$ cat src/rtl/dtcm_arb_if.sv
// Two command/response ports plus the single-port RAM side of the DTCM arbiter.
// slave = arbiter side, master = requesters/RAM/testbench side.
interface dtcm_arb_if #(
  parameter int DW     = 32,
  parameter int ADDR_W = 16
);
  localparam int MW     = DW / 8;
  localparam int OFS    = $clog2(MW);
  localparam int RAM_AW = ADDR_W - OFS;

  logic              p0_cmd_valid, p0_cmd_ready, p0_cmd_read;
  logic [ADDR_W-1:0] p0_cmd_addr;
  logic [MW-1:0]     p0_cmd_wmask;
  logic [DW-1:0]     p0_cmd_wdata;
  logic              p0_rsp_valid, p0_rsp_ready, p0_rsp_err;
  logic [DW-1:0]     p0_rsp_rdata;

  logic              p1_cmd_valid, p1_cmd_ready, p1_cmd_read;
  logic [ADDR_W-1:0] p1_cmd_addr;
  logic [MW-1:0]     p1_cmd_wmask;
  logic [DW-1:0]     p1_cmd_wdata;
  logic              p1_rsp_valid, p1_rsp_ready, p1_rsp_err;
  logic [DW-1:0]     p1_rsp_rdata;

  logic              ram_cs, ram_we;
  logic [RAM_AW-1:0] ram_addr;
  logic [MW-1:0]     ram_wem;
  logic [DW-1:0]     ram_din, ram_dout;
  logic              busy;

  modport slave (
    input  p0_cmd_valid, p0_cmd_read, p0_cmd_addr, p0_cmd_wmask, p0_cmd_wdata, p0_rsp_ready,
    output p0_cmd_ready, p0_rsp_valid, p0_rsp_rdata, p0_rsp_err,
    input  p1_cmd_valid, p1_cmd_read, p1_cmd_addr, p1_cmd_wmask, p1_cmd_wdata, p1_rsp_ready,
    output p1_cmd_ready, p1_rsp_valid, p1_rsp_rdata, p1_rsp_err,
    output ram_cs, ram_we, ram_addr, ram_wem, ram_din, busy,
    input  ram_dout
  );

  modport master (
    output p0_cmd_valid, p0_cmd_read, p0_cmd_addr, p0_cmd_wmask, p0_cmd_wdata, p0_rsp_ready,
    input  p0_cmd_ready, p0_rsp_valid, p0_rsp_rdata, p0_rsp_err,
    output p1_cmd_valid, p1_cmd_read, p1_cmd_addr, p1_cmd_wmask, p1_cmd_wdata, p1_rsp_ready,
    input  p1_cmd_ready, p1_rsp_valid, p1_rsp_rdata, p1_rsp_err,
    input  ram_cs, ram_we, ram_addr, ram_wem, ram_din, busy,
    output ram_dout
  );
endinterface

$ cat src/rtl/dtcm_arb_ctrl.sv
// Two-port round-robin arbiter in front of a single-port DTCM RAM, with credit-limited
// outstanding commands and an in-order shared response FIFO.
module dtcm_arb_ctrl #(
  parameter int DW        = 32,
  parameter int ADDR_W    = 16,
  parameter int RAM_LAT   = 1,
  parameter int RSP_DEPTH = 2
) (
  input  logic          clk,
  input  logic          rst,
  dtcm_arb_if.slave     bus
);
  localparam int MW  = DW / 8;
  localparam int OFS = $clog2(MW);
  localparam int PW  = $clog2(RSP_DEPTH);
  localparam int CW  = $clog2(RSP_DEPTH + 1);

  typedef struct packed {
    logic port;
    logic read;
    logic err;
  } tag_t;

  typedef struct packed {
    logic          port;
    logic          err;
    logic [DW-1:0] data;
  } rsp_t;

  logic [1:0]             w_cv, w_crd, w_gnt, w_rdy, w_rv, w_rr_in;
  logic [1:0][ADDR_W-1:0] w_addr;
  logic [1:0][MW-1:0]     w_wm;
  logic [1:0][DW-1:0]     w_wd;

  assign w_cv    = {bus.p1_cmd_valid, bus.p0_cmd_valid};
  assign w_crd   = {bus.p1_cmd_read,  bus.p0_cmd_read};
  assign w_addr  = {bus.p1_cmd_addr,  bus.p0_cmd_addr};
  assign w_wm    = {bus.p1_cmd_wmask, bus.p0_cmd_wmask};
  assign w_wd    = {bus.p1_cmd_wdata, bus.p0_cmd_wdata};
  assign w_rr_in = {bus.p1_rsp_ready, bus.p0_rsp_ready};

  logic          r_rr;
  logic [CW-1:0] r_outst;
  logic          w_credit, w_acc, w_sel, w_mis, w_cs, w_we;

  // Ready is masked by rst so nothing is accepted while reset is held.
  assign w_credit = r_outst < CW'(RSP_DEPTH);
  assign w_gnt[0] = w_cv[0] & (~w_cv[1] | ~r_rr);
  assign w_gnt[1] = w_cv[1] & (~w_cv[0] | r_rr);
  assign w_rdy    = w_gnt & {2{w_credit & ~rst}};
  assign w_acc    = |w_rdy;
  assign w_sel    = w_rdy[1];
  assign w_mis    = |w_addr[w_sel][OFS-1:0];
  assign w_cs     = w_acc & ~w_mis;
  assign w_we     = w_cs & ~w_crd[w_sel];

  assign bus.p0_cmd_ready = w_rdy[0];
  assign bus.p1_cmd_ready = w_rdy[1];
  assign bus.ram_cs       = w_cs;
  assign bus.ram_we       = w_we;
  assign bus.ram_addr     = w_addr[w_sel][ADDR_W-1:OFS];
  assign bus.ram_wem      = w_we ? w_wm[w_sel] : '0;
  assign bus.ram_din      = w_wd[w_sel];

  // Tag pipeline tracks each accepted command until its RAM data is available.
  logic [RAM_LAT:1] r_vld_pipe;
  tag_t             r_tag [RAM_LAT:1];
  tag_t             w_tag_in;

  assign w_tag_in = '{port: w_sel, read: w_crd[w_sel], err: w_mis};

  always_ff @(posedge clk or posedge rst) begin
    if (rst) begin
      r_vld_pipe <= '0;
      for (int k = 1; k <= RAM_LAT; k++) r_tag[k] <= '0;
    end else begin
      r_vld_pipe[1] <= w_acc;
      r_tag[1]      <= w_tag_in;
      for (int k = 2; k <= RAM_LAT; k++) begin
        r_vld_pipe[k] <= r_vld_pipe[k-1];
        r_tag[k]      <= r_tag[k-1];
      end
    end
  end

  rsp_t          r_fifo [RSP_DEPTH];
  logic [PW-1:0] r_wp, r_rp;
  logic [CW-1:0] r_fcnt;
  logic          w_push, w_pop, w_ne;
  tag_t          w_ptag;
  rsp_t          w_pent, w_head;

  assign w_push = r_vld_pipe[RAM_LAT];
  assign w_ptag = r_tag[RAM_LAT];
  assign w_pent = '{port: w_ptag.port, err: w_ptag.err,
                    data: (w_ptag.read & ~w_ptag.err) ? bus.ram_dout : '0};
  assign w_ne   = r_fcnt != '0;
  assign w_head = r_fifo[r_rp];
  assign w_rv   = {w_ne & w_head.port, w_ne & ~w_head.port};
  assign w_pop  = |(w_rv & w_rr_in);

  assign bus.p0_rsp_valid = w_rv[0];
  assign bus.p1_rsp_valid = w_rv[1];
  assign bus.p0_rsp_err   = w_rv[0] & w_head.err;
  assign bus.p1_rsp_err   = w_rv[1] & w_head.err;
  assign bus.p0_rsp_rdata = w_rv[0] ? w_head.data : '0;
  assign bus.p1_rsp_rdata = w_rv[1] ? w_head.data : '0;
  assign bus.busy         = r_outst != '0;

  function automatic logic [PW-1:0] nxt(input logic [PW-1:0] p);
    return (p == PW'(RSP_DEPTH - 1)) ? '0 : p + 1'b1;
  endfunction

  // Outstanding counts pipeline plus FIFO occupancy, so a push never finds the FIFO full.
  always_ff @(posedge clk or posedge rst) begin
    if (rst) begin
      r_wp    <= '0;
      r_rp    <= '0;
      r_fcnt  <= '0;
      r_outst <= '0;
      r_rr    <= 1'b0;
    end else begin
      if (w_push) r_wp <= nxt(r_wp);
      if (w_pop)  r_rp <= nxt(r_rp);
      case ({w_push, w_pop})
        2'b10:   r_fcnt <= r_fcnt + CW'(1);
        2'b01:   r_fcnt <= r_fcnt - CW'(1);
        default: r_fcnt <= r_fcnt;
      endcase
      case ({w_acc, w_pop})
        2'b10:   r_outst <= r_outst + CW'(1);
        2'b01:   r_outst <= r_outst - CW'(1);
        default: r_outst <= r_outst;
      endcase
      if (w_acc && (w_sel == r_rr)) r_rr <= ~r_rr;
    end
  end

  always_ff @(posedge clk) begin
    if (w_push) r_fifo[r_wp] <= w_pent;
  end
endmodule

$ cat src/flat_wrapper.sv
// flat-port wrapper written by rule: the top's interface ports become plain ports
module dtcm_arb_ctrl_flat 
#(
  parameter int DW        = 32,
  parameter int ADDR_W    = 16,
  parameter int RAM_LAT   = 1,
  parameter int RSP_DEPTH = 2
)
  (clk, rst, bus_p0_cmd_valid, bus_p0_cmd_read, bus_p0_cmd_addr, bus_p0_cmd_wmask, bus_p0_cmd_wdata, bus_p0_rsp_ready, bus_p0_cmd_ready, bus_p0_rsp_valid, bus_p0_rsp_rdata, bus_p0_rsp_err, bus_p1_cmd_valid, bus_p1_cmd_read, bus_p1_cmd_addr, bus_p1_cmd_wmask, bus_p1_cmd_wdata, bus_p1_rsp_ready, bus_p1_cmd_ready, bus_p1_rsp_valid, bus_p1_rsp_rdata, bus_p1_rsp_err, bus_ram_cs, bus_ram_we, bus_ram_addr, bus_ram_wem, bus_ram_din, bus_busy, bus_ram_dout);
  dtcm_arb_if #(.DW(DW), .ADDR_W(ADDR_W)) bus_i ();
  input  logic clk;
  input  logic rst;
  input wire logic [$bits(bus_i.p0_cmd_valid)-1:0] bus_p0_cmd_valid;
  input wire logic [$bits(bus_i.p0_cmd_read)-1:0] bus_p0_cmd_read;
  input wire logic [$bits(bus_i.p0_cmd_addr)-1:0] bus_p0_cmd_addr;
  input wire logic [$bits(bus_i.p0_cmd_wmask)-1:0] bus_p0_cmd_wmask;
  input wire logic [$bits(bus_i.p0_cmd_wdata)-1:0] bus_p0_cmd_wdata;
  input wire logic [$bits(bus_i.p0_rsp_ready)-1:0] bus_p0_rsp_ready;
  output wire logic [$bits(bus_i.p0_cmd_ready)-1:0] bus_p0_cmd_ready;
  output wire logic [$bits(bus_i.p0_rsp_valid)-1:0] bus_p0_rsp_valid;
  output wire logic [$bits(bus_i.p0_rsp_rdata)-1:0] bus_p0_rsp_rdata;
  output wire logic [$bits(bus_i.p0_rsp_err)-1:0] bus_p0_rsp_err;
  input wire logic [$bits(bus_i.p1_cmd_valid)-1:0] bus_p1_cmd_valid;
  input wire logic [$bits(bus_i.p1_cmd_read)-1:0] bus_p1_cmd_read;
  input wire logic [$bits(bus_i.p1_cmd_addr)-1:0] bus_p1_cmd_addr;
  input wire logic [$bits(bus_i.p1_cmd_wmask)-1:0] bus_p1_cmd_wmask;
  input wire logic [$bits(bus_i.p1_cmd_wdata)-1:0] bus_p1_cmd_wdata;
  input wire logic [$bits(bus_i.p1_rsp_ready)-1:0] bus_p1_rsp_ready;
  output wire logic [$bits(bus_i.p1_cmd_ready)-1:0] bus_p1_cmd_ready;
  output wire logic [$bits(bus_i.p1_rsp_valid)-1:0] bus_p1_rsp_valid;
  output wire logic [$bits(bus_i.p1_rsp_rdata)-1:0] bus_p1_rsp_rdata;
  output wire logic [$bits(bus_i.p1_rsp_err)-1:0] bus_p1_rsp_err;
  output wire logic [$bits(bus_i.ram_cs)-1:0] bus_ram_cs;
  output wire logic [$bits(bus_i.ram_we)-1:0] bus_ram_we;
  output wire logic [$bits(bus_i.ram_addr)-1:0] bus_ram_addr;
  output wire logic [$bits(bus_i.ram_wem)-1:0] bus_ram_wem;
  output wire logic [$bits(bus_i.ram_din)-1:0] bus_ram_din;
  output wire logic [$bits(bus_i.busy)-1:0] bus_busy;
  input wire logic [$bits(bus_i.ram_dout)-1:0] bus_ram_dout;
  assign bus_i.p0_cmd_valid = bus_p0_cmd_valid;
  assign bus_i.p0_cmd_read = bus_p0_cmd_read;
  assign bus_i.p0_cmd_addr = bus_p0_cmd_addr;
  assign bus_i.p0_cmd_wmask = bus_p0_cmd_wmask;
  assign bus_i.p0_cmd_wdata = bus_p0_cmd_wdata;
  assign bus_i.p0_rsp_ready = bus_p0_rsp_ready;
  assign bus_p0_cmd_ready = bus_i.p0_cmd_ready;
  assign bus_p0_rsp_valid = bus_i.p0_rsp_valid;
  assign bus_p0_rsp_rdata = bus_i.p0_rsp_rdata;
  assign bus_p0_rsp_err = bus_i.p0_rsp_err;
  assign bus_i.p1_cmd_valid = bus_p1_cmd_valid;
  assign bus_i.p1_cmd_read = bus_p1_cmd_read;
  assign bus_i.p1_cmd_addr = bus_p1_cmd_addr;
  assign bus_i.p1_cmd_wmask = bus_p1_cmd_wmask;
  assign bus_i.p1_cmd_wdata = bus_p1_cmd_wdata;
  assign bus_i.p1_rsp_ready = bus_p1_rsp_ready;
  assign bus_p1_cmd_ready = bus_i.p1_cmd_ready;
  assign bus_p1_rsp_valid = bus_i.p1_rsp_valid;
  assign bus_p1_rsp_rdata = bus_i.p1_rsp_rdata;
  assign bus_p1_rsp_err = bus_i.p1_rsp_err;
  assign bus_ram_cs = bus_i.ram_cs;
  assign bus_ram_we = bus_i.ram_we;
  assign bus_ram_addr = bus_i.ram_addr;
  assign bus_ram_wem = bus_i.ram_wem;
  assign bus_ram_din = bus_i.ram_din;
  assign bus_busy = bus_i.busy;
  assign bus_i.ram_dout = bus_ram_dout;
  dtcm_arb_ctrl #(.DW(DW), .ADDR_W(ADDR_W), .RAM_LAT(RAM_LAT), .RSP_DEPTH(RSP_DEPTH)) u_core (.clk(clk), .rst(rst), .bus(bus_i));
endmodule
$ cat config.mk
export PLATFORM = sky130hd
export DESIGN_NAME = dtcm_arb_ctrl_flat
export DESIGN_NICKNAME = d
export VERILOG_FILES = /design/src/rtl/dtcm_arb_if.sv /design/src/rtl/dtcm_arb_ctrl.sv /design/src/flat_wrapper.sv
export SDC_FILE = /design/constraint.sdc
export NUM_CORES = 1
export LEC_CHECK = 0
export CORE_AREA = 2 2 115 117
export DETAILED_ROUTE_END_ITERATION = 16
export DIE_AREA = 0 0 117 119
export PLACE_DENSITY = 0.83
export SLEW_MARGIN = 40
export SYNTH_ARGS = -nofsm -noshare
export SYNTH_HDL_FRONTEND = slang
export SYNTH_SLANG_ARGS = --single-unit
$ cat constraint.sdc
create_clock -name clk -period 2.45 [get_ports clk]
set_input_delay 0.49 -clock clk [delete_from_list [all_inputs] [get_ports clk]]
set_output_delay 0.49 -clock clk [all_outputs]
set_load 0.1 [all_outputs]
# ---- After elaboration in Yosys (flattened, before gate mapping)
# Memory sizes are Yosys's and may differ from the RTL's.
# Cells that the tools add are included.
dict set report op_classes {
  eq_ne 5
  bitwise_logic 22
  addsub 6
  multipliers 0
  n_mux 18
  n_reduce_logical 8
  div_mod_pow 0
  n_shift 0
  n_lt_le_gt_ge 2
}
# operator n
set op_table {}
lappend op_table {{32-bit 2-to-1 mux} 5}
lappend op_table {{16-bit 2-to-1 mux} 2}
lappend op_table {{4-bit 2-to-1 mux} 3}
lappend op_table {{1-bit AND} 10}
lappend op_table {{1-bit inverter} 8}
lappend op_table {{2-bit one-hot mux with 2 select lines} 2}
lappend op_table {{2-bit nonzero test} 4}
lappend op_table {{1-bit 2-to-1 mux} 6}
lappend op_table {{2-bit OR reduction} 3}
lappend op_table {{2-bit by 1-bit adder with 2-bit output, second input constant} 2}
lappend op_table {{2-bit AND} 2}
lappend op_table {{2-bit by 1-bit == test with 1-bit output, second input constant} 2}
lappend op_table {{2-bit == test, second input constant} 2}
lappend op_table {{2-bit by 1-bit subtractor with 2-bit output, second input constant} 2}
lappend op_table {{1-bit adder, second input constant} 2}
lappend op_table {{1-bit by 2-bit less-than comparator with 1-bit output, second input constant} 1}
lappend op_table {{2-bit less-than comparator, second input constant} 1}
lappend op_table {{1-bit bitwise OR} 2}
lappend op_table {{1-bit == test} 1}
lappend op_table {{1-bit logical AND} 1}
dict set report totals {
  latch_bits 0
  n_memories 1
  ram_bits 68
  word_cells 71
  mem_bits_ro 0
  ff_bits 11
}
# name depth word_bits read_ports rd_ports_with_merged_regs wr line
set memory_table {}
lappend memory_table {u_core.r_fifo 2 34 1 0 1 dtcm_arb_ctrl.sv:86} ;# rsp_t r_fifo [RSP_DEPTH];

# ---- Depth between registers and ports, before layout
dict set report logic_depth {
  ltp_word 11
  depth_mapped 8
}

# ---- Worst setup path after synthesis
# OpenSTA, ideal clock, no wires.
dict set report synth_timing {
  path_type {input port to output port}
  from {input rst}
  to {output bus_ram_cs}
  cell_stages 5
  t_arrival_ns 2.485
  path_slack_ns -0.525
  cell_sequence {nor2_2 nand3_2 buf_2 inv_1 o2bb2ai_1}
}
dict set report synth_via {
  elab_chain_cells 8
  word_cells_on_any_way 9
  cone_classes {2 x mux; 5 x bitwise; 2 x reduce/logical}
}
# element line
set synth_rtl {}
lappend synth_rtl {{start, declared} flat_wrapper.sv:12} ;# input logic rst;
lappend synth_rtl {{1-bit inverter (*)} dtcm_arb_ctrl.sv:50} ;# assign w_rdy = w_gnt & {2{w_credit & ~rst}};
lappend synth_rtl {{1-bit AND (*)} dtcm_arb_ctrl.sv:50}
lappend synth_rtl {{2-bit AND (*)} dtcm_arb_ctrl.sv:50}
lappend synth_rtl {{via bus_p1_cmd_ready} flat_wrapper.sv:29} ;# output wire logic [$bits(bus_i.p1_cmd_ready)-1:0] bus_p1_cmd_ready;
lappend synth_rtl {{16-bit 2-to-1 mux (implied by the code) (2 in a row)} dtcm_arb_ctrl.sv:53} ;# assign w_mis = |w_addr[w_sel][OFS-1:0];
lappend synth_rtl {{2-bit OR reduction} dtcm_arb_ctrl.sv:53}
lappend synth_rtl {{1-bit inverter} dtcm_arb_ctrl.sv:54} ;# assign w_cs = w_acc & ~w_mis;
lappend synth_rtl {{1-bit AND (*)} dtcm_arb_ctrl.sv:54}
lappend synth_rtl {{end, declared} flat_wrapper.sv:33} ;# output wire logic [$bits(bus_i.ram_cs)-1:0] bus_ram_cs;
# The timed path passes the listed nets; every way through them passes the cells marked *. The select of a mux whose other input is x is not followed.

# ---- Final worst setup path
dict set report layout_timing {
  from {input bus_p0_cmd_read}
  to {output bus_ram_wem[1]}
}
dict set report layout_via {
  elab_chain_cells 5
}
# element line
set layout_rtl {}
lappend layout_rtl {{start, declared} flat_wrapper.sv:14} ;# input wire logic [$bits(bus_i.p0_cmd_read)-1:0] bus_p0_cmd_read;
lappend layout_rtl {{1-bit 2-to-1 mux (implied by the code) (2 in a row)} dtcm_arb_ctrl.sv:55} ;# assign w_we = w_cs & ~w_crd[w_sel];
lappend layout_rtl {{1-bit inverter} dtcm_arb_ctrl.sv:55}
lappend layout_rtl {{1-bit AND} dtcm_arb_ctrl.sv:55}
lappend layout_rtl {{4-bit 2-to-1 mux} dtcm_arb_ctrl.sv:62} ;# assign bus.ram_wem = w_we ? w_wm[w_sel] : '0;
lappend layout_rtl {{end, declared} flat_wrapper.sv:36} ;# output wire logic [$bits(bus_i.ram_wem)-1:0] bus_ram_wem;
# No other way between the ends. The select of a mux whose other input is x is not followed.

==> run metrics <==
CP Capture Type=primary output; clk buf depth=2; clk_skew=4.60 ps; Critical Path Fanout Max=5; largest net degree at the start of global routing=36; FF-to-FF End=u_core.r_fcnt[1]; final number of hold-violating endpoints=0; TritonCTS clock tree=built; critical path class=primary input to primary output; Layout Cells excl Fill=792; status=completed; f_max=418 MHz; number of H-tree levels=3; maxcap violations=0; I/O pins=267; Worst-path clk slew=60 ps; critical path startpoint category=primary input; final cell utilization of the core=0.683; DP Cell Count=766; Arr. time, crit path=1900 ps; commonest cells after routing, fill and taps aside=clkdlybuf4s50_1, buf_12, edfxtp_1, nor2_1, mux2_2; Yosys reg bits=79; R2R setup slack=670 ps; Routability Congestion=0.903; VDD IR max=0.589 mV; Via Count=3670; Tcrit/Tclk final=0.978; Pins Over Slew Limit=0; post-route total power=0.0128 W; layout cells sized above 1=0.390; detailed placement HPWL=12.0 mm; # DRC=0; Mapped Nets=476; CP max-delay cell=clkdlybuf4s50_1; number of buffers and inverters on the critical path=2; Post-Synthesis Cells=330; synth warn=0; first-pass GRT wire length=22.6 mm; number of buffers created by CTS=9; Final ANT Viol Nets=0; crit path time final=2390 ps; syn avg cell area=12.4 µm²; Die ar.=13900 µm²; slew margin rel.=0.698; Seq/Total Area, Yosys=0.566; P_leak=3.55 nW; CP top delay family=buffers and inverters; Synth Cell Area=4090 µm²; # diodes=0; root buffer cell=clkbuf_16; Synth cell types=32; PortBufs=266; Worst Hold Class=primary input to asynchronous set/reset pin; WL final=15.1 mm; Setup crit start=bus_p0_cmd_read; Core ar.=12900 µm²; Final setup viols=0; row count=42; clk sinks=79; power per cell area=1450 nW/µm²; Worst-Skew Late Latency=320 ps; Total GRT Usage=0.219; initial drt markers=193; total gr overflow=0; NumNets Final=757; FILL cells=883; leading cell type in the layout, fill and taps excluded=clkdlybuf4s50_1; Die Span X=117 µm; CP peak stage delay=440 ps; DR vias/cell=4.63; initial core utilization=0.318; worst path cell trace=clkdlybuf4s50_1 > nor4b_2 > and3_4 > a22o_1 > buf_12; die height=119 µm; drt first pass iters=4; Register-to-Register Path Depth=6; Routed wire per std cell=19.0 µm; antenna violations before repair=0; Worst Tran Pin Value=453 ps; Data required, critical path=1960 ps; Reg2Reg Launch Point=u_core.r_fifo[1][33]; vias in the first global route=4051; Synth-to-Final Area Change=115%
==> repair_timing <==
item / CTS / global route
resized for setup: 17 / 5
hold endpoints to repair: 0 / 0
hold buffers: 0 / 0
gates cloned: 3 / 0
pin swaps: 1 / 3
setup buffers: 4 / 4
endpoints found under the setup margin: 52 / 42
==> area by class of cell <==
class / count / area, µm² / share of cell area
timing repair buffer: 289 / 4150 / 0.472
sequential: 79 / 2320 / 0.264
multi-input combinational: 225 / 1770 / 0.201
clock buffer: 11 / 243 / 0.0276
tap: 176 / 220 / 0.0251
clock inverter: 5 / 56.3 / 0.00641
inverter: 7 / 26.3 / 0.00299
==> kinds of logic after synthesis <==
group / after synthesis / share of synthesized area
and+or+nand+nor: 121 / 0.141
AOI/OAI and AO/OA: 10 / 0.0174
DFF: 79 / 0.566
adders and majority gates: 2 / 0.00611
muxes: 85 / 0.222
xor gates and xnor gates: 7 / 0.0150
buffers and inverters: 26 / 0.0324
==> through the flow <==
step | area, µm² | setup slack, ps | TNS, ps | hold WS, ps
after floorplan | 4140 | -460 | -22210 | 342
after global placement | 8290 | -55.0 | -1940 | 426
after detailed placement | 8290 | -105 | -4140 | 431
after CTS | 8770 | 9.06 | 0 | 327
after global routing | 8790 | -20.2 | -34.0 | 377
final | 8790 | 55.1 | 0 | 344
==> how the worst max path moves through the flow <==
stage          depth (start not counted)                    to
2_1_floorplan                          6  bus_p1_rsp_rdata[22]
3_3_place_gp                           6       bus_ram_din[29]
3_5_place_dp                           6       bus_ram_din[24]
4_1_cts                                4  bus_p1_rsp_rdata[12]
5_1_grt                                5        bus_ram_wem[0]
6_report                               5        bus_ram_wem[1]
==> per-layer routing <==
layer / global-route usage / vias up / wire length [µm] / share of wire
met3: 0.0662 / 16 / 1130 / 0.075
met4: 0.0743 / 0 / 310 / 0.021
li1: - / 1721 / - / -
met5: 0 / - / 0 / 0
met1: 0.221 / 1750 / 4960 / 0.33
met2: 0.417 / 183 / 8680 / 0.58
==> where the power goes <==
part           total, W  internal [W]  switching, W
logic           0.00958       0.00330       0.00628
clock network   0.00131      0.000816      0.000490
registers       0.00189       0.00176      0.000133
==> flip-flops by register name (all words and copies together) (netlist names) <==
signal             count
u_core.r_fcnt          2
u_core.r_rr            1
u_core.r_fifo         68
u_core.r_vld_pipe      1
u_core.r_tag           3
u_core.r_rp            1
u_core.r_wp            1
u_core.r_outst         2
==> synthesized netlist by cell type <==
| cell | number | share of area |
|---|---|---|
| nor2_2 | 1 | 0.0015 |
| o31ai_1 | 1 | 0.0018 |
| o21ai_0 | 2 | 0.0024 |
| buf_4 | 1 | 0.0018 |
| dfrtp_1 | 11 | 0.067 |
| or2_1 | 1 | 0.0015 |
| nor4b_1 | 1 | 0.0021 |
| buf_2 | 13 | 0.016 |
| mux2i_1 | 38 | 0.093 |
| a22o_1 | 4 | 0.0086 |
| and3_1 | 1 | 0.0015 |
| edfxtp_1 | 68 | 0.50 |
| inv_1 | 7 | 0.0064 |
| nand3_2 | 1 | 0.0024 |
| mux2_2 | 47 | 0.13 |
| buf_6 | 2 | 0.0055 |
| and2_1 | 33 | 0.050 |
| nand3_1 | 1 | 0.0012 |
| o21ai_1 | 1 | 0.0012 |
| nor2b_1 | 1 | 0.0015 |
| ha_1 | 2 | 0.0061 |
| xor2_1 | 3 | 0.0064 |
| nor2_1 | 74 | 0.068 |
| nor3_1 | 1 | 0.0012 |
| nand2_1 | 1 | 0.00092 |
| or2_2 | 3 | 0.0046 |
| nand2b_1 | 1 | 0.0015 |
| clkbuf_1 | 3 | 0.0028 |
| a21oi_1 | 1 | 0.0012 |
| and4_1 | 1 | 0.0021 |
| xnor2_1 | 4 | 0.0086 |
| o2bb2ai_1 | 1 | 0.0021 |
Note: power is estimated with default switching activity, not from simulation.
